[config.mk]
export PLATFORM = sky130hd
export DESIGN_NAME = saradc_sample_reader_flat
export DESIGN_NICKNAME = d
export VERILOG_FILES = /design/src/rtl/saradc_pkg.sv /design/src/rtl/saradc_sample_reader_if.sv /design/src/rtl/saradc_sample_fifo.sv /design/src/rtl/saradc_sample_reader.sv /design/src/flat_wrapper.sv
export SDC_FILE = /design/constraint.sdc
export NUM_CORES = 1
export LEC_CHECK = 0
export BUFFER_PORTS_ARGS = -buffer_cell sky130_fd_sc_hd__clkbuf_2
export CORE_UTILIZATION = 55
export CTS_CLUSTER_SIZE = 10
export DETAILED_ROUTE_END_ITERATION = 6
export PLACE_DENSITY = 0.8
export SYNTH_ARGS = -nofsm -noshare
export SYNTH_HDL_FRONTEND = slang
export SYNTH_SLANG_ARGS = --single-unit
[constraint.sdc]
create_clock -name wb_clk_i -period 3.8 [get_ports wb_clk_i]
set_input_delay 0.19 -clock wb_clk_i [delete_from_list [all_inputs] [get_ports wb_clk_i]]
set_output_delay 0.19 -clock wb_clk_i [all_outputs]
set_load 0.01 [all_outputs]
[src/rtl/saradc_pkg.sv]
// rtl/saradc_pkg.sv - register map, bit indices and FSM state encoding for the SAR ADC reader
// Contents:
//   REG_*      word offsets decoded from wbs_adr_i[3:2]
//   CTRL_*     CTRL register bit positions
//   STAT_*     STATUS register bit positions
//   state_e    sequencer states, encoding visible in STATUS[14:12]
package saradc_pkg;

  localparam logic [1:0] REG_CTRL   = 2'd0;
  localparam logic [1:0] REG_STATUS = 2'd1;
  localparam logic [1:0] REG_DATA   = 2'd2;
  localparam logic [1:0] REG_THRESH = 2'd3;

  localparam int CTRL_RUN    = 0;
  localparam int CTRL_CAL    = 1;
  localparam int CTRL_SINGLE = 2;
  localparam int CTRL_FLUSH  = 3;

  localparam int STAT_EMPTY     = 8;
  localparam int STAT_FULL      = 9;
  localparam int STAT_OVF       = 10;
  localparam int STAT_TMO       = 11;
  localparam int STAT_STATE_LSB = 12;

  typedef enum logic [2:0] {
    S_IDLE = 3'd0,
    S_CAL  = 3'd1,
    S_CONV = 3'd2
  } state_e;

endpackage

[src/rtl/saradc_sample_reader_if.sv]
// rtl/saradc_sample_reader_if.sv - Wishbone slave and saradc macro signal bundle
// Signals:
//   wbs_*          Wishbone slave port (cyc/stb/we/sel/adr/dat_i in, ack/dat_o out)
//   adc_cal_o/en_o sequencing outputs to the saradc macro
//   adc_valid_i    saradc valid level, rising edge marks a new result
//   adc_result_i   saradc conversion result
//   irq_o          interrupt level
// Modports: slave = reader block view, master = bus/ADC side view.
interface saradc_sample_reader_if #(
  parameter int RES_W = 10
);
  logic             wbs_cyc_i;
  logic             wbs_stb_i;
  logic             wbs_we_i;
  logic [3:0]       wbs_sel_i;
  logic [31:0]      wbs_adr_i;
  logic [31:0]      wbs_dat_i;
  logic             wbs_ack_o;
  logic [31:0]      wbs_dat_o;
  logic             adc_cal_o;
  logic             adc_en_o;
  logic             adc_valid_i;
  logic [RES_W-1:0] adc_result_i;
  logic             irq_o;

  modport slave (
    input  wbs_cyc_i, wbs_stb_i, wbs_we_i, wbs_sel_i, wbs_adr_i, wbs_dat_i,
    input  adc_valid_i, adc_result_i,
    output wbs_ack_o, wbs_dat_o, adc_cal_o, adc_en_o, irq_o
  );

  modport master (
    output wbs_cyc_i, wbs_stb_i, wbs_we_i, wbs_sel_i, wbs_adr_i, wbs_dat_i,
    output adc_valid_i, adc_result_i,
    input  wbs_ack_o, wbs_dat_o, adc_cal_o, adc_en_o, irq_o
  );

endinterface

[src/rtl/saradc_sample_fifo.sv]
// rtl/saradc_sample_fifo.sv - sample FIFO with push/pop/flush and occupancy count
// Ports:
//   clk, rst   clock, asynchronous active-high reset
//   push, din  write request and data; dropped when full unless popped same clock
//   pop, dout  read request and head entry (dout valid while not empty)
//   flush      empties the FIFO; beats a same-clock push
//   count      occupancy, 0..DEPTH
//   full/empty occupancy flags
module saradc_sample_fifo #(
  parameter  int W     = 10,
  parameter  int DEPTH = 8,
  localparam int AW    = $clog2(DEPTH),
  localparam int CW    = $clog2(DEPTH + 1)
) (
  input  logic          clk,
  input  logic          rst,
  input  logic          push,
  input  logic          pop,
  input  logic          flush,
  input  logic [W-1:0]  din,
  output logic [W-1:0]  dout,
  output logic [CW-1:0] count,
  output logic          full,
  output logic          empty
);

  logic [W-1:0]  mem [DEPTH];
  logic [AW-1:0] wr_ptr_q, wr_ptr_d;
  logic [AW-1:0] rd_ptr_q, rd_ptr_d;
  logic [CW-1:0] count_q, count_d;
  logic          do_push, do_pop;

  assign full  = (count_q == CW'(DEPTH));
  assign empty = (count_q == '0);
  assign count = count_q;
  assign dout  = mem[rd_ptr_q];

  // A pop frees the slot the push lands in, so push is allowed when full
  // as long as a pop happens in the same clock.
  assign do_push = push & ~flush & (~full | pop);
  assign do_pop  = pop & ~flush & ~empty;

  always_comb begin
    wr_ptr_d = wr_ptr_q;
    rd_ptr_d = rd_ptr_q;
    count_d  = count_q;
    if (flush) begin
      wr_ptr_d = '0;
      rd_ptr_d = '0;
      count_d  = '0;
    end else begin
      if (do_push) wr_ptr_d = wr_ptr_q + AW'(1);
      if (do_pop)  rd_ptr_d = rd_ptr_q + AW'(1);
      if (do_push && !do_pop)      count_d = count_q + CW'(1);
      else if (do_pop && !do_push) count_d = count_q - CW'(1);
    end
  end

  always_ff @(posedge clk or posedge rst) begin
    if (rst) begin
      wr_ptr_q <= '0;
      rd_ptr_q <= '0;
      count_q  <= '0;
    end else begin
      wr_ptr_q <= wr_ptr_d;
      rd_ptr_q <= rd_ptr_d;
      count_q  <= count_d;
    end
  end

  // Storage carries no reset; occupancy is tracked by the pointers/count.
  always_ff @(posedge clk) begin
    if (do_push) mem[wr_ptr_q] <= din;
  end

endmodule

[src/rtl/saradc_sample_reader.sv]
// rtl/saradc_sample_reader.sv - SAR ADC sequencer, sample capture FIFO and Wishbone register block
// Ports:
//   wb_clk_i  clock shared with the ADC
//   wb_rst_i  asynchronous active-high reset
//   bus       slave view of saradc_sample_reader_if (Wishbone slave, saradc cal/en/valid/result, irq_o)
module saradc_sample_reader
  import saradc_pkg::*;
#(
  parameter int RES_W      = 10,
  parameter int FIFO_DEPTH = 8,
  parameter int CAL_CYCLES = 16,
  parameter int TIMEOUT    = 1024
) (
  input  logic                  wb_clk_i,
  input  logic                  wb_rst_i,
  saradc_sample_reader_if.slave bus
);

  localparam int FCW  = $clog2(FIFO_DEPTH + 1);
  localparam int MAXC = (TIMEOUT > CAL_CYCLES) ? TIMEOUT : CAL_CYCLES;
  localparam int TCW  = $clog2(MAXC + 1);
  localparam logic [TCW-1:0] CAL_LAST = TCW'(CAL_CYCLES - 1);
  localparam logic [TCW-1:0] TMO_LAST = TCW'(TIMEOUT - 1);

  state_e         state_q, state_d;
  logic [TCW-1:0] cnt_q, cnt_d;
  logic           run_q, run_d;
  logic           single_q, single_d;
  logic           ovf_q, ovf_d;
  logic           tmo_q, tmo_d;
  logic           cal_q, cal_d;
  logic           en_q, en_d;
  logic           ack_q, ack_d;
  logic           irq_q, irq_d;
  logic           vld_q, vld_d;
  logic [7:0]     thresh_q, thresh_d;
  logic [31:0]    dat_q, dat_d;

  logic             fifo_push, fifo_pop, fifo_flush, fifo_full, fifo_empty;
  logic [RES_W-1:0] fifo_dout;
  logic [FCW-1:0]   fifo_count;
  logic [7:0]       count8;

  logic       acc, wr, rd, vld_edge;
  logic [1:0] reg_sel;
  logic       ctrl_wr, stat_wr, thr_wr;
  logic       cal_req, conv_req;
  logic [31:0] rd_data, stat_word;
  logic       unused_bits;

  // A new access is only recognised while ack is low, which spaces acks apart
  // and makes every side effect fire exactly once, on the edge that raises ack.
  assign acc      = bus.wbs_cyc_i & bus.wbs_stb_i & ~ack_q;
  assign wr       = acc & bus.wbs_we_i & bus.wbs_sel_i[0];
  assign rd       = acc & ~bus.wbs_we_i;
  assign reg_sel  = bus.wbs_adr_i[3:2];
  assign ctrl_wr  = wr && (reg_sel == REG_CTRL);
  assign stat_wr  = wr && (reg_sel == REG_STATUS);
  assign thr_wr   = wr && (reg_sel == REG_THRESH);
  assign cal_req  = ctrl_wr & bus.wbs_dat_i[CTRL_CAL];
  assign conv_req = ctrl_wr & (bus.wbs_dat_i[CTRL_RUN] | bus.wbs_dat_i[CTRL_SINGLE]);

  assign fifo_flush = ctrl_wr & bus.wbs_dat_i[CTRL_FLUSH];
  assign fifo_pop   = rd && (reg_sel == REG_DATA) && !fifo_empty;
  assign vld_edge   = bus.adc_valid_i & ~vld_q;
  assign vld_d      = bus.adc_valid_i;
  assign count8     = 8'(fifo_count);

  assign unused_bits = ^{bus.wbs_sel_i[3:1], bus.wbs_adr_i[31:4], bus.wbs_adr_i[1:0],
                         bus.wbs_dat_i[31:12], bus.wbs_dat_i[9:8]};

  saradc_sample_fifo #(
    .W     (RES_W),
    .DEPTH (FIFO_DEPTH)
  ) u_fifo (
    .clk   (wb_clk_i),
    .rst   (wb_rst_i),
    .push  (fifo_push),
    .pop   (fifo_pop),
    .flush (fifo_flush),
    .din   (bus.adc_result_i),
    .dout  (fifo_dout),
    .count (fifo_count),
    .full  (fifo_full),
    .empty (fifo_empty)
  );

  always_comb begin
    stat_word = 32'(count8);
    stat_word[STAT_EMPTY] = fifo_empty;
    stat_word[STAT_FULL]  = fifo_full;
    stat_word[STAT_OVF]   = ovf_q;
    stat_word[STAT_TMO]   = tmo_q;
    stat_word[STAT_STATE_LSB +: 3] = state_q;

    rd_data = '0;
    case (reg_sel)
      REG_CTRL:   rd_data = 32'(run_q);
      REG_STATUS: rd_data = stat_word;
      REG_DATA:   rd_data = fifo_empty ? 32'h0 : (32'h8000_0000 | 32'(fifo_dout));
      default:    rd_data = 32'(thresh_q);
    endcase
  end

  always_comb begin
    state_d   = state_q;
    cnt_d     = cnt_q;
    run_d     = run_q;
    single_d  = single_q;
    cal_d     = cal_q;
    en_d      = en_q;
    thresh_d  = thresh_q;
    ovf_d     = ovf_q;
    tmo_d     = tmo_q;
    fifo_push = 1'b0;

    ack_d = acc;
    dat_d = rd ? rd_data : 32'h0;

    if (ctrl_wr) run_d = bus.wbs_dat_i[CTRL_RUN];
    if (thr_wr)  thresh_d = bus.wbs_dat_i[7:0];
    if (stat_wr && bus.wbs_dat_i[STAT_OVF]) ovf_d = 1'b0;
    if (stat_wr && bus.wbs_dat_i[STAT_TMO]) tmo_d = 1'b0;

    case (state_q)
      S_IDLE: begin
        // Entry is triggered by the write itself, not the RUN level, so a
        // timeout leaves the block parked in IDLE until software restarts it.
        if (cal_req) begin
          state_d = S_CAL;
          cal_d   = 1'b1;
          cnt_d   = '0;
        end else if (conv_req) begin
          state_d  = S_CONV;
          en_d     = 1'b1;
          cnt_d    = '0;
          single_d = ~bus.wbs_dat_i[CTRL_RUN];
        end
      end
      S_CAL: begin
        if (cnt_q == CAL_LAST) begin
          state_d = S_IDLE;
          cal_d   = 1'b0;
        end else begin
          cnt_d = cnt_q + TCW'(1);
        end
      end
      S_CONV: begin
        if (!run_q && !single_q) begin
          // RUN was cleared: leave now and drop any sample arriving this clock.
          state_d = S_IDLE;
          en_d    = 1'b0;
        end else if (vld_edge) begin
          fifo_push = 1'b1;
          cnt_d     = '0;
          if (!run_q) begin
            state_d = S_IDLE;
            en_d    = 1'b0;
          end
        end else if (cnt_q == TMO_LAST) begin
          tmo_d   = 1'b1;
          state_d = S_IDLE;
          en_d    = 1'b0;
        end else begin
          cnt_d = cnt_q + TCW'(1);
        end
      end
      default: begin
        state_d = S_IDLE;
        cal_d   = 1'b0;
        en_d    = 1'b0;
      end
    endcase

    // Overflow is a push the FIFO had to drop; a pop frees room and a flush
    // discards the push outright, so neither case counts.
    if (fifo_push && fifo_full && !fifo_pop && !fifo_flush) ovf_d = 1'b1;

    irq_d = ((count8 >= thresh_q) && (thresh_q != 8'd0)) | ovf_q | tmo_q;
  end

  always_ff @(posedge wb_clk_i or posedge wb_rst_i) begin
    if (wb_rst_i) begin
      state_q  <= S_IDLE;
      cnt_q    <= '0;
      run_q    <= 1'b0;
      single_q <= 1'b0;
      ovf_q    <= 1'b0;
      tmo_q    <= 1'b0;
      cal_q    <= 1'b0;
      en_q     <= 1'b0;
      ack_q    <= 1'b0;
      irq_q    <= 1'b0;
      vld_q    <= 1'b0;
      thresh_q <= 8'd1;
      dat_q    <= 32'h0;
    end else begin
      state_q  <= state_d;
      cnt_q    <= cnt_d;
      run_q    <= run_d;
      single_q <= single_d;
      ovf_q    <= ovf_d;
      tmo_q    <= tmo_d;
      cal_q    <= cal_d;
      en_q     <= en_d;
      ack_q    <= ack_d;
      irq_q    <= irq_d;
      vld_q    <= vld_d;
      thresh_q <= thresh_d;
      dat_q    <= dat_d;
    end
  end

  assign bus.wbs_ack_o = ack_q;
  assign bus.wbs_dat_o = dat_q;
  assign bus.adc_cal_o = cal_q;
  assign bus.adc_en_o  = en_q;
  assign bus.irq_o     = irq_q;

endmodule

[src/flat_wrapper.sv]
// flat-port wrapper written by rule: the top's interface ports become plain ports
module saradc_sample_reader_flat import saradc_pkg::*;
#(
  parameter int RES_W      = 10,
  parameter int FIFO_DEPTH = 8,
  parameter int CAL_CYCLES = 16,
  parameter int TIMEOUT    = 1024
)
  (wb_clk_i, wb_rst_i, bus_wbs_cyc_i, bus_wbs_stb_i, bus_wbs_we_i, bus_wbs_sel_i, bus_wbs_adr_i, bus_wbs_dat_i, bus_adc_valid_i, bus_adc_result_i, bus_wbs_ack_o, bus_wbs_dat_o, bus_adc_cal_o, bus_adc_en_o, bus_irq_o);
  saradc_sample_reader_if #(.RES_W(RES_W)) bus_i ();
  input  logic wb_clk_i;
  input  logic wb_rst_i;
  input wire logic [$bits(bus_i.wbs_cyc_i)-1:0] bus_wbs_cyc_i;
  input wire logic [$bits(bus_i.wbs_stb_i)-1:0] bus_wbs_stb_i;
  input wire logic [$bits(bus_i.wbs_we_i)-1:0] bus_wbs_we_i;
  input wire logic [$bits(bus_i.wbs_sel_i)-1:0] bus_wbs_sel_i;
  input wire logic [$bits(bus_i.wbs_adr_i)-1:0] bus_wbs_adr_i;
  input wire logic [$bits(bus_i.wbs_dat_i)-1:0] bus_wbs_dat_i;
  input wire logic [$bits(bus_i.adc_valid_i)-1:0] bus_adc_valid_i;
  input wire logic [$bits(bus_i.adc_result_i)-1:0] bus_adc_result_i;
  output wire logic [$bits(bus_i.wbs_ack_o)-1:0] bus_wbs_ack_o;
  output wire logic [$bits(bus_i.wbs_dat_o)-1:0] bus_wbs_dat_o;
  output wire logic [$bits(bus_i.adc_cal_o)-1:0] bus_adc_cal_o;
  output wire logic [$bits(bus_i.adc_en_o)-1:0] bus_adc_en_o;
  output wire logic [$bits(bus_i.irq_o)-1:0] bus_irq_o;
  assign bus_i.wbs_cyc_i = bus_wbs_cyc_i;
  assign bus_i.wbs_stb_i = bus_wbs_stb_i;
  assign bus_i.wbs_we_i = bus_wbs_we_i;
  assign bus_i.wbs_sel_i = bus_wbs_sel_i;
  assign bus_i.wbs_adr_i = bus_wbs_adr_i;
  assign bus_i.wbs_dat_i = bus_wbs_dat_i;
  assign bus_i.adc_valid_i = bus_adc_valid_i;
  assign bus_i.adc_result_i = bus_adc_result_i;
  assign bus_wbs_ack_o = bus_i.wbs_ack_o;
  assign bus_wbs_dat_o = bus_i.wbs_dat_o;
  assign bus_adc_cal_o = bus_i.adc_cal_o;
  assign bus_adc_en_o = bus_i.adc_en_o;
  assign bus_irq_o = bus_i.irq_o;
  saradc_sample_reader #(.RES_W(RES_W), .FIFO_DEPTH(FIFO_DEPTH), .CAL_CYCLES(CAL_CYCLES), .TIMEOUT(TIMEOUT)) u_core (.wb_clk_i(wb_clk_i), .wb_rst_i(wb_rst_i), .bus(bus_i));
endmodule
== Yosys cells after proc, flatten, opt, wreduce, memory -nomap -nowiden ==
Memory sizes are Yosys's and may differ from the RTL's.
Index checks and enable logic that the tools add are counted.
Widths: inputs -> output; s select.

* Order comparisons: 1
* Multiplexer cells: 47
* Reductions and logical operators: 35
* $add $sub $neg: 5
* Eq/ne operators: 18
* Bitwise gates (word level): 27

{| class="wikitable"
|+ Operators with widths
! operator !! number
|-
| $pmux 32 s3 || 1
|-
| $mux 11 || 6
|-
| $mux 32 || 2
|-
| $mux 3 || 11
|-
| $pmux 11 s3 || 1
|-
| $mux 1 || 20
|-
| $logic_and 1x1->1 || 14
|-
| $and 1x1->1 || 13
|-
| $mux 4 || 3
|-
| $add 11x1->11 const B || 1
|-
| $eq 11x10->1 const B || 1
|-
| $eq 11x4->1 const B || 1
|-
| $not 1->1 || 10
|-
| $reduce_and 5->1 || 2
|-
| $pmux 3 s3 || 1
|-
| $ge 4x8->1 || 1
|-
| $reduce_bool 8->1 || 1
|-
| $logic_not 1->1 || 7
|-
| $add 3x1->3 const B || 2
|-
| $ne 2x1->1 const B || 3
|-
| $ne 2x2->1 const B || 3
|-
| $pmux 1 s3 || 2
|-
| $reduce_and 3->1 || 2
|-
| $reduce_bool 2->1 || 3
|-
| 17 further kinds || 22
|}

* Bits in writable memories: 80
* Word-level logic and storage cells: 150
* Bits of input ports: 84
* Flip-flop bits (word level): 73
* Memories kept: 1
* Output and inout port bits: 36

{| class="wikitable"
|+ Memories
! name !! depth !! width !! read ports !! clocked after Yosys merged registers in !! write ports !! line !! text
|-
| u_core.u_fifo.mem || 8 || 10 || 1 || 0 || 1 || saradc_sample_fifo.sv:27 || <nowiki>logic [W-1:0] mem [DEPTH];</nowiki>
|}

== Depth between registers and ports, before layout ==
Gate-level depths: netlist of run 1.

* Word-level depth: 14
* Gate-level depth with buffers: 15
* Depth with buffers taken out: 14

== Hierarchy ==
A second synthesis of run 1 with hierarchy kept.

* Cells, all modules: 454
* Area, all modules: 6224.7 µm²

{| class="wikitable"
|+ Modules (own cells, without submodules)
! module !! cells each !! seq. area each (µm²) !! area each (µm²) !! times used
|-
| saradc_sample_fifo || 201 || 2652.5 || 3747.3 || 1
|-
| saradc_sample_reader || 253 || 1127.3 || 2477.4 || 1
|}

== Worst setup path after synthesis of run 1 ==
No wires, ideal clock.

* Path kind: reg2reg
* Start point: register u_core.state_q[0]
* End point: register u_core.u_fifo.count_q[3], in the netlist u_core.u_fifo.count[3]
* Required time: 3.723 ns
* Setup time: 0.077 ns
* Arrival time: 2.769 ns
* Clock period less this slack: 2.847 ns
* Path buffers: 0
* Setup slack: 0.953 ns
* Cell stages (with the launch flop): 15
* Path through: dfrtp_1 > inv_1 > ha_1 > inv_1 > nor3_1 > nand2_1 > nor2_1 > ha_1 > inv_1 > ha_1 > a21o_1 > a21oi_1 > xnor2_1 > or3_1 > a21oi_1

* Longest elaborated chain between the ends: 7
* Elaborated cells on any way between the ends: 10
* Classes of those cells: 1 x eq/ne; 3 x mux; 2 x bitwise; 4 x reduce/logical

{| class="wikitable"
|+ Ends and longest elaborated chain
! what !! line !! text
|-
| from (decl) || saradc_sample_reader.sv:25 || <nowiki>state_e state_q, state_d;</nowiki>
|-
| from (signal assigned) || saradc_sample_reader.sv:198 || <nowiki>state_q <= state_d;</nowiki>
|-
| $eq 3x2->1 * || saradc_sample_reader.sv:125 || <nowiki>case (state_q)</nowiki>
|-
| $mux 1 * || saradc_sample_reader.sv:125 ||
|-
| $and 1x1->1 * (2 in a row) || saradc_sample_fifo.sv:40 || <nowiki>assign do_push = push & ~flush & (~full | pop);</nowiki>
|-
| $logic_and 1x1->1 / $logic_not 1->1 (equally long branches) || saradc_sample_fifo.sv:54, saradc_sample_fifo.sv:55 ||
|-
| $mux 4 / $logic_and 1x1->1 (equally long branches) || saradc_sample_fifo.sv:54, saradc_sample_fifo.sv:55 ||
|-
| $mux 4 / $reduce_bool 3->1 (equally long branches) || -- ||
|-
| to (signal assigned) || saradc_sample_fifo.sv:67 || <nowiki>count_q <= count_d;</nowiki>
|-
| to (decl) || saradc_sample_fifo.sv:30 || <nowiki>logic [CW-1:0] count_q, count_d;</nowiki>
|}

Mark *: on every way between the ends. The rest lies on a longest branch, timed or not.
A chain may end at the register's enable or synchronous reset.

== Worst setup path in the final report of run 1 ==
Same ends and word-level chain as after synthesis.

==> results.tsv, run 1 <==
metric	value	unit
status	complete, but fails checks	
failed_checks	design-rule violations	
reg2reg_slack	540	ps
power_leakage	2.908	nW
synthCells	442	
antenna_found_initial	0	
required	4250	ps
crit_type	reg2reg	
cp_top_family	simple AND/OR/NAND/NOR gates	
rsz0062_at_grt	false	
drcViolationCount	1	
min_period	3261	ps
n_antenna_cell	0	
stdcell_count	680	
cpMaxStageDelayCell	dfrtp_1	
hold_viol	0	
fin_util	66.78	%
crit_arrival	3710	ps
ff2ff_path_depth	15	
rows	38	
hp-start	bus_wbs_dat_i[1]	
slew_headroom	25.53	%
worstSetupStartpointType	flop	
layout_common_cells	80 x edfxtp_1, 54 x dfrtp_1, 47 x clkbuf_2	
drt_iter0_markers	215	
placed_area	6464	um^2
drtPass1Iterations	7	
fmax	0.3066	GHz
ys.flop_type	edfxtp_1	
cts-buffers-inserted	17	
startpoint	u_core.state_q[0]	
setup_violations	0	
clk_latency	520	ps
die_w	107.3	um
powerDensity	584.3	nW/um^2
numPortBuffers	47	
cts_sinks	135	
grt_max_degree	56	
clock_path_buffers	2	
r2r_start	u_core.state_q[0]	
ir_worst_vdd	0.4199	mV
place.gp.congestion	0.8891	
fp.coreArea	10840	um^2
ctsResizeCount	0	
synth_warnings	0	
cp_slowest_stage_delay	400	ps
grt-ovfl-total	0	
hp-class	in2reg	
die_h	107.3	um
viasPerCell	5.794	
nets	626	
cts_root_buf	clkbuf_8	
num_io_pins	120	
tightest_slew	1115	ps
start_util	56.22	%
fin_skew	8.411	ps
wl	12.61	mm
power	0.004230	W
syn_area_per_cell	13.79	um^2
grt_pass1_vias	3986	
final_common_cell	edfxtp_1	
wire_per_inst	18.55	um
tns	0	ps
final_area	7239	um^2
yosysSeqAreaShare	62.02	%
place_inst	627	
area_growth	18.78	%
synth_edf_count	80	
fill_cells	776	
vias	3940	
drv_cap	0	
crit_fanout	6	
path_clk_slew	60	ps
period_share	85.83	%
dpl.hpwl	7.992	mm
syn_area	6095	um^2
cp.buffers_inverters	4	
synth_seq_cells	135	
htreeDepth	4	
synth_async_sr_flop_share	40.74	%
grt_pass1_wl	20.10	mm
drive_above_1_share	25.19	%
cts_tree	built	
min_to	u_core.state_q[0]	
die_area	11510	um^2
hold_depth	3	
grtUsageTotal	24.03	%
netlist-cell-type-count	57	
end_kind	flop	
reg2reg_to	u_core.u_fifo.count[3]	
cp_cell_sequence	inv_1 -> ha_1 -> inv_1 -> nor3_1 -> buf_4 -> nand2_1 -> nor2_1 -> ha_1 -> inv_1 -> ha_1 -> a21o_1 -> a21oi_1 -> xnor2_1 -> or3_1 -> a21oi_1	
postRouteAntennaNets	0	
maxSlewViolCount	0	
-- per-layer routing --
layer	GRT usage (%)	share of wire [%]	vias up
met5	0	0	-
li1	-	-	1799
met2	43.00	53	157
met3	5.751	5.6	26
met1	27.65	40	1958
met4	9.785	1.7	0
-- area by class of cell --
cell class | count | area [um^2] | share of cell area (%)
Sequential cell | 135 | 3780 | 52.21
Clock inverter | 11 | 126.4 | 1.746
Multi-Input combinational cell | 275 | 2105 | 29.07
Timing Repair Buffer | 83 | 558.0 | 7.708
Inverter | 15 | 56.30 | 0.7777
Tap cell | 140 | 175.2 | 2.420
Clock buffer | 21 | 439.2 | 6.066
-- worst max-delay path by stage --
stage | end | slack, ps | depth (start not counted)
floorplan | u_core.u_fifo.count[3] | 950 | 14
global placement | u_core.u_fifo.count[3] | 650 | 15
detailed placement | u_core.u_fifo.count[3] | 570 | 15
CTS | u_core.u_fifo.count[3] | 540 | 15
global route | u_core.u_fifo.count[3] | 190 | 15
finish | u_core.u_fifo.count[3] | 540 | 15
-- per-stage QoR --
step / setup WS, ps / hold WS, ps
finish: 538.5 / 33.22
global route: 194.1 / 36.44
CTS: 543.6 / 18.33
detailed placement: 571.5 / 330.9
global placement: 649.9 / 323.8
floorplan: 953.5 / 221.4
-- worst min-delay path: stages --
cell and delay [ps]:
clkbuf_2 140, nand3_1 100, mux2i_1 80
-- logic make-up after synthesis --
group	share of synthesized area [%]
DFF	62.02
AOI/OAI and AO/OA	8.315
other	0.06153
buffers and inverters	4.434
xor gates and xnor gates	0.8622
adders and majority gates	3.203
muxes	10.63
and+or+nand+nor	10.47
-- sequential cells by signal, summed over array words and instances (netlist names) --
signal and cells:
u_core.bus.wbs_dat_o 15, u_core.u_fifo.count 4, u_core.tmo_q 1, u_core.run_q 1, u_core.bus.wbs_ack_o 1, u_core.u_fifo.rd_ptr_q 3
u_core.u_fifo.mem 80, u_core.vld_q 1, u_core.single_q 1, u_core.cnt_q 11, u_core.bus.adc_en_o 1, u_core.u_fifo.wr_ptr_q 3
u_core.bus.irq_o 1, u_core.bus.adc_cal_o 1, u_core.thresh_q 8, u_core.ovf_q 1, u_core.state_q 2
-- report_power, final --
part	switching [W]	internal, W
combinational	0.000470	0.000412
sequential	0.000132	0.00166
clock	0.000606	0.000951
total	0.00121	0.00302
-- cells in the mapped netlist, drive strengths merged, types with 2 or more instances --
| master | number | share of area (%) |
|---|---|---|
| a21o | 3 | 0.37 |
| a21oi | 10 | 0.82 |
| a31oi | 7 | 0.72 |
| a32oi | 4 | 0.57 |
| and2 | 3 | 0.31 |
| and3 | 2 | 0.21 |
| buf | 26 | 3.1 |
| clkbuf | 7 | 0.43 |
| dfrtp | 54 | 22 |
| edfxtp | 80 | 39 |
| ha | 14 | 2.9 |
| inv | 15 | 0.92 |
| mux2 | 14 | 2.6 |
| mux2i | 4 | 0.66 |
| mux4 | 20 | 7.4 |
| nand2 | 33 | 2.0 |
| nand2b | 8 | 0.82 |
| nand3 | 9 | 0.74 |
| nand4 | 2 | 0.45 |
| nor2 | 42 | 2.6 |
| nor2b | 4 | 0.41 |
| nor3 | 13 | 1.1 |
| nor4 | 4 | 0.41 |
| o211ai | 2 | 0.33 |
| o21ai | 18 | 1.5 |
| o31ai | 14 | 1.8 |
| o41ai | 3 | 0.86 |
| or3 | 3 | 0.39 |
| xor2 | 5 | 0.72 |
-- timing repair --
item	4_1_cts	5_1_grt
endpoints found under the hold margin	146	0
hold buffers	21	0
buffers inserted	0	0
No activity file was read; power rests on OpenSTA's default activity.
==> run 2: changes to the inputs <==
==> constraint.sdc (replaced) <==
create_clock -name wb_clk_i -period 3.2 [get_ports wb_clk_i]
set_input_delay 0.16 -clock wb_clk_i [delete_from_list [all_inputs] [get_ports wb_clk_i]]
set_output_delay 0.16 -clock wb_clk_i [all_outputs]
set_load 0.01 [all_outputs]
==> results.tsv, run 2 (synthesis results as in run 1) <==
metric	value	unit	change
final_common_cell	edfxtp_1		
slew_headroom	49.39	%	+24 points
drv_cap	0		unchanged
path_clk_slew	60	ps	about the same
grtUsageTotal	24.42	%	+0.39 points
fin_util	67.86	%	+1.1 points
drive_above_1_share	26.50	%	+1.3 points
period_share	93.91	%	+8.1 points
r2r_start	u_core.state_q[0]		
end_kind	flop		
tightest_slew	756.4	ps	-359.1 ps
status	complete, but fails checks		
die_area	11510	um^2	unchanged
reg2reg_slack	190	ps	-340 ps
numPortBuffers	47		unchanged
area_growth	20.69	%	
crit_type	reg2reg		
cts_sinks	135		unchanged
failed_checks	design-rule violations		
n_antenna_cell	0		unchanged
die_h	107.3	um	unchanged
rows	38		unchanged
final_area	7356	um^2	+1.6%
die_w	107.3	um	unchanged
ir_worst_vdd	0.5717	mV	+36%
fill_cells	743		-4.3%
hold_depth	4		+1
worstSetupStartpointType	flop		
place.gp.congestion	0.8717		-2.0%
grt_pass1_vias	4005		+0.48%
drt_iter0_markers	209		-2.8%
reg2reg_to	u_core.u_fifo.count[3]		
largest_reg_flops	80		unchanged
dpl.hpwl	8.388	mm	+5.0%
cts_root_buf	clkbuf_8		
wire_per_inst	19.03	um	+2.6%
required	3650	ps	-600 ps
crit_arrival	3460	ps	-250 ps
startpoint	u_core.state_q[0]		
nets	637		+1.8%
maxSlewViolCount	0		unchanged
htreeDepth	4		unchanged
fin_skew	5.095	ps	-3.315 ps
hp-class	in2reg		
grt-ovfl-total	0		unchanged
postRouteAntennaNets	0		unchanged
wl	13.15	mm	+4.3%
layout_common_cells	80 x edfxtp_1, 54 x dfrtp_1, 47 x clkbuf_2		
start_util	56.22	%	unchanged
drcViolationCount	1		unchanged
hold_viol	0		unchanged
drtPass1Iterations	6		-1
grt_pass1_wl	20.33	mm	+1.2%
min_to	u_core.bus.wbs_dat_o[0]		
clock_path_buffers	2		unchanged
fp.coreArea	10840	um^2	unchanged
powerDensity	693.4	nW/um^2	+19%
holdWs	29.75	ps	-3.462 ps
regMostFlops	u_core.u_fifo.mem		
hp-start	bus_wbs_adr_i[3]		
cts_tree	built		
antenna_found_initial	0		unchanged
grt_max_degree	33		-41%
ff2ff_path_depth	15		unchanged
tns	0	ps	unchanged
setup_violations	0		unchanged
power	0.005101	W	+21%
fmax	0.3328	GHz	+8.5%
cts-buffers-inserted	17		unchanged
min_period	3005	ps	-256.2 ps
clk_latency	530	ps	about the same
num_io_pins	120		unchanged
vias	3999		+1.5%
crit_fanout	6		unchanged
placed_area	6509	um^2	+0.70%
power_leakage	2.970	nW	+2.1%
viasPerCell	5.787		-0.12%
-- run 2: per-stage QoR --
step / std cells / setup WS (ps)
2_1_floorplan: 458 / 353.5
6_report: 691 / 194.7
3_5_place_dp: 633 / 31.65
5_1_grt: 691 / -66.47
3_3_place_gp: 633 / 133.9
4_1_cts: 691 / 57.17
-- run 2: area by class of cell --
type | instances | area [um^2] | share of cell area [%]
Inverter | 15 | 56.30 | 0.7654
Clock inverter | 14 | 148.9 | 2.024
Clock buffer | 18 | 417.9 | 5.681
Multi-Input combinational cell | 275 | 2125 | 28.88
Sequential cell | 135 | 3780 | 51.39
Timing Repair Buffer | 94 | 653.1 | 8.879
Tap cell | 140 | 175.2 | 2.381
-- run 2: worst max-delay path: stages, from the launching register on --
cell and delay [ps]:
dfrtp_1 410, inv_2 120, ha_4 180, inv_1 80, nor3_2 260, buf_4 180, nand2_1 80, nor2_1 120
ha_2 230, inv_1 70, ha_1 270, a21o_1 180, a21oi_1 200, xnor2_1 90, or3_1 310, a21oi_1 140
-- run 2: repair_timing --
item / in CTS / in global routing
endpoints found under the hold margin: 120 / 0
setup endpoints to repair: 1 / 1
setup buffers: 0 / 0
resized for setup: 1 / 4
gates cloned: 0 / 0
hold buffers: 26 / 0
-- run 2: worst max path at each step --
stage	endpoint	slack, ps	cells after the start
final	u_core.u_fifo.count[3]	190	15
after global routing	u_core.u_fifo.count[3]	-70	15
after CTS	u_core.u_fifo.count[3]	60	15
after detailed placement	u_core.u_fifo.count[3]	30	15
after global placement	u_core.u_fifo.count[3]	130	15
after floorplan	u_core.u_fifo.count[3]	350	14
-- run 2: metal layers --
metal	up-vias	global-route usage, %	wire [um]
met5	-	0	0
met4	0	9.785	220
met3	19	5.932	692
met2	155	43.69	7100
met1	2002	28.13	5137
li1	1823	-	-
-- run 2: power by group --
group	switching (W)	internal (W)
Clock	0.000750	0.00111
Combinational	0.000594	0.000523
Sequential	0.000151	0.00197
==> run 3: changes to the inputs <==
--- a/config.mk
+++ b/config.mk
@@ -6,10 +6,12 @@
 export NUM_CORES = 1
 export LEC_CHECK = 0
 export BUFFER_PORTS_ARGS = -buffer_cell sky130_fd_sc_hd__clkbuf_2
+export CAP_MARGIN = 20
 export CORE_UTILIZATION = 55
-export CTS_CLUSTER_SIZE = 10
+export CTS_CLUSTER_SIZE = 16
 export DETAILED_ROUTE_END_ITERATION = 6
 export PLACE_DENSITY = 0.8
+export RECOVER_POWER = 25
 export SYNTH_ARGS = -nofsm -noshare
 export SYNTH_HDL_FRONTEND = slang
 export SYNTH_SLANG_ARGS = --single-unit
==> results.tsv, run 3 (synthesis results as in run 1) <==
metric	value	unit	change
drive_above_1_share	24.50	%	-2.0 points
drtPass1Iterations	7		+1
grt_max_degree	33		unchanged
crit_type	reg2reg		
drt_iter0_markers	187		-11%
postRouteAntennaNets	0		unchanged
crit_arrival	3450	ps	about the same
cp_cell_sequence	inv_2 -> ha_4 -> inv_1 -> nor3_2 -> buf_4 -> nand2_1 -> nor2_1 -> ha_2 -> inv_1 -> ha_1 -> a21o_1 -> a21oi_1 -> xnor2_1 -> or3_1 -> a21oi_1		
place_ws	31.65	ps	unchanged
grtUsageTotal	24.42	%	unchanged
hold_viol	0		unchanged
power.clock.fraction	36.6	%	about the same
power_leakage	2.937	nW	-1.1%
grt_pass1_wl	20.33	mm	unchanged
rows	38		unchanged
area_growth	20.47	%	
crit_fanout	6		unchanged
vias	3981		-0.45%
start_util	56.22	%	unchanged
cts_root_buf	clkbuf_8		
drv_cap	0		unchanged
cts-buffers-inserted	17		unchanged
switching_share	29.32	%	about the same
required	3650	ps	about the same
num_io_pins	120		unchanged
layout_common_cells	80 x edfxtp_1, 54 x dfrtp_1, 42 x nor2_1		
powerDensity	694.6	nW/um^2	+0.17%
clock_path_buffers	2		unchanged
path_clk_slew	60	ps	about the same
fmax	0.3335	GHz	+0.23%
grt-ovfl-total	0		unchanged
regMostFlops	u_core.u_fifo.mem		
cts_sinks	135		unchanged
die_area	11510	um^2	unchanged
period_share	93.70	%	-0.22 points
cp_slowest_stage_delay	400	ps	about the same
fin_ws	201.7	ps	+6.907 ps
die_h	107.3	um	unchanged
stdcell_count	691		unchanged
hp-class	in2reg		
numPortBuffers	47		unchanged
place_inst	633		unchanged
wire_per_inst	19.06	um	+0.17%
end_kind	flop		
pwr-share-comb	21.9	%	about the same
clk_latency	530	ps	about the same
cpMaxStageDelayCell	dfrtp_1		
holdWs	22.46	ps	-7.296 ps
htreeDepth	4		unchanged
setup_violations	0		unchanged
pwr-share-seq	41.6	%	about the same
wl	13.17	mm	+0.17%
fp.coreArea	10840	um^2	unchanged
status	complete, but fails checks		
viasPerCell	5.761		-0.45%
failed_checks	design-rule violations		
dpl.hpwl	8.388	mm	unchanged
antenna_found_initial	0		unchanged
worstSetupStartpointType	flop		
min_period	2998	ps	-6.907 ps
nets	637		unchanged
maxSlewViolCount	0		unchanged
tightest_slew	758.2	ps	+1.867 ps
drcViolationCount	1		unchanged
cts_tree	built		
n_antenna_cell	0		unchanged
grt_pass1_vias	4005		unchanged
p_int	0.003605	W	about the same
final_common_cell	edfxtp_1		
ir_worst_vdd	0.5681	mV	-0.64%
largest_reg_flops	80		unchanged
p_sw	0.001495	W	about the same
slew_headroom	49.26	%	-0.13 points
power	0.005100	W	about the same
die_w	107.3	um	unchanged
place.gp.congestion	0.8717		unchanged
fin_skew	4.905	ps	-0.1909 ps
run 3: cell count changes in the layout (fill, tap and decap cells not counted):
cell / delta
clkbuf_2: -11
clkbuf_1: +11
run 3: worst paths after layout:
path | from | to | cells past startpoint | slack, ps
max | u_core.state_q[0] | u_core.u_fifo.count[3] | 15 | 200
min | bus_wbs_adr_i[3] | u_core.bus.wbs_dat_o[0] | 4 | 20
max reg2reg | u_core.state_q[0] | u_core.u_fifo.count[3] | 15 | 200
min reg2reg | u_core.cnt_q[0] | u_core.cnt_q[0] | 1 | 530
max in group asynchronous | wb_rst_i | u_core.thresh_q[0] | 4 | 2180
min in group asynchronous | wb_rst_i | u_core.bus.wbs_dat_o[4] | 3 | 200
run 3: metal layers:
layer,vias up,wire (um),global-route usage (%)
li1,1819,-,-
met1,1988,5181,28.13
met2,155,7080,43.69
met3,19,690,5.932
met4,0,220,9.785
met5,-,0,0
run 3: per-stage QoR:
step	utilization (%)	setup TNS (ps)	cell area [um^2]
5_1_grt	67.73	-66.47	7342
6_report	67.73	0	7342
2_1_floorplan	-	0	6155
3_5_place_dp	60.04	0	6509
3_3_place_gp	60.04	0	6509
4_1_cts	67.72	0	7341
run 3: critical path, delay by kind of cell, from the launching register on:
kind	cells	cell delay, ps
AND/OR/NAND/NOR	4	770
adder cells (fa/ha/maj)	3	680
AO/OA/AOI/OAI	3	520
buffers and inverters	4	460
flip-flops	1	400
XOR/XNOR	1	100
run 3: cell type report:
| type | instances | area, um^2 |
|---|---|---|
| clock buffer | 18 | 417.9 |
| inverter | 15 | 56.30 |
| fill | 746 | 3498 |
| clock inverter | 14 | 148.9 |
| multi-input combinational | 275 | 2125 |
| sequential | 135 | 3780 |
| tap | 140 | 175.2 |
| timing repair buffer | 94 | 639.4 |
run 3: power groups by stage:
stage | combinational (W) | clock, W | sequential [W]
final | 0.00112 | 0.00186 | 0.00212
after detailed placement | 0.00107 | 0 | 0.00214
after CTS | 0.00111 | 0.00188 | 0.00211
after floorplan | 0.000819 | 0 | 0.00210
after global placement | 0.00100 | 0 | 0.00213
after global routing | 0.00122 | 0.00197 | 0.00213
run 3: timing repair:
action | in CTS | in global routing
resized for setup | 1 | 4
setup buffers | 0 | 0
hold buffers | 26 | 0
hold endpoints to repair | 120 | 0
setup endpoints to repair | 1 | 1
cloned | 0 | 0
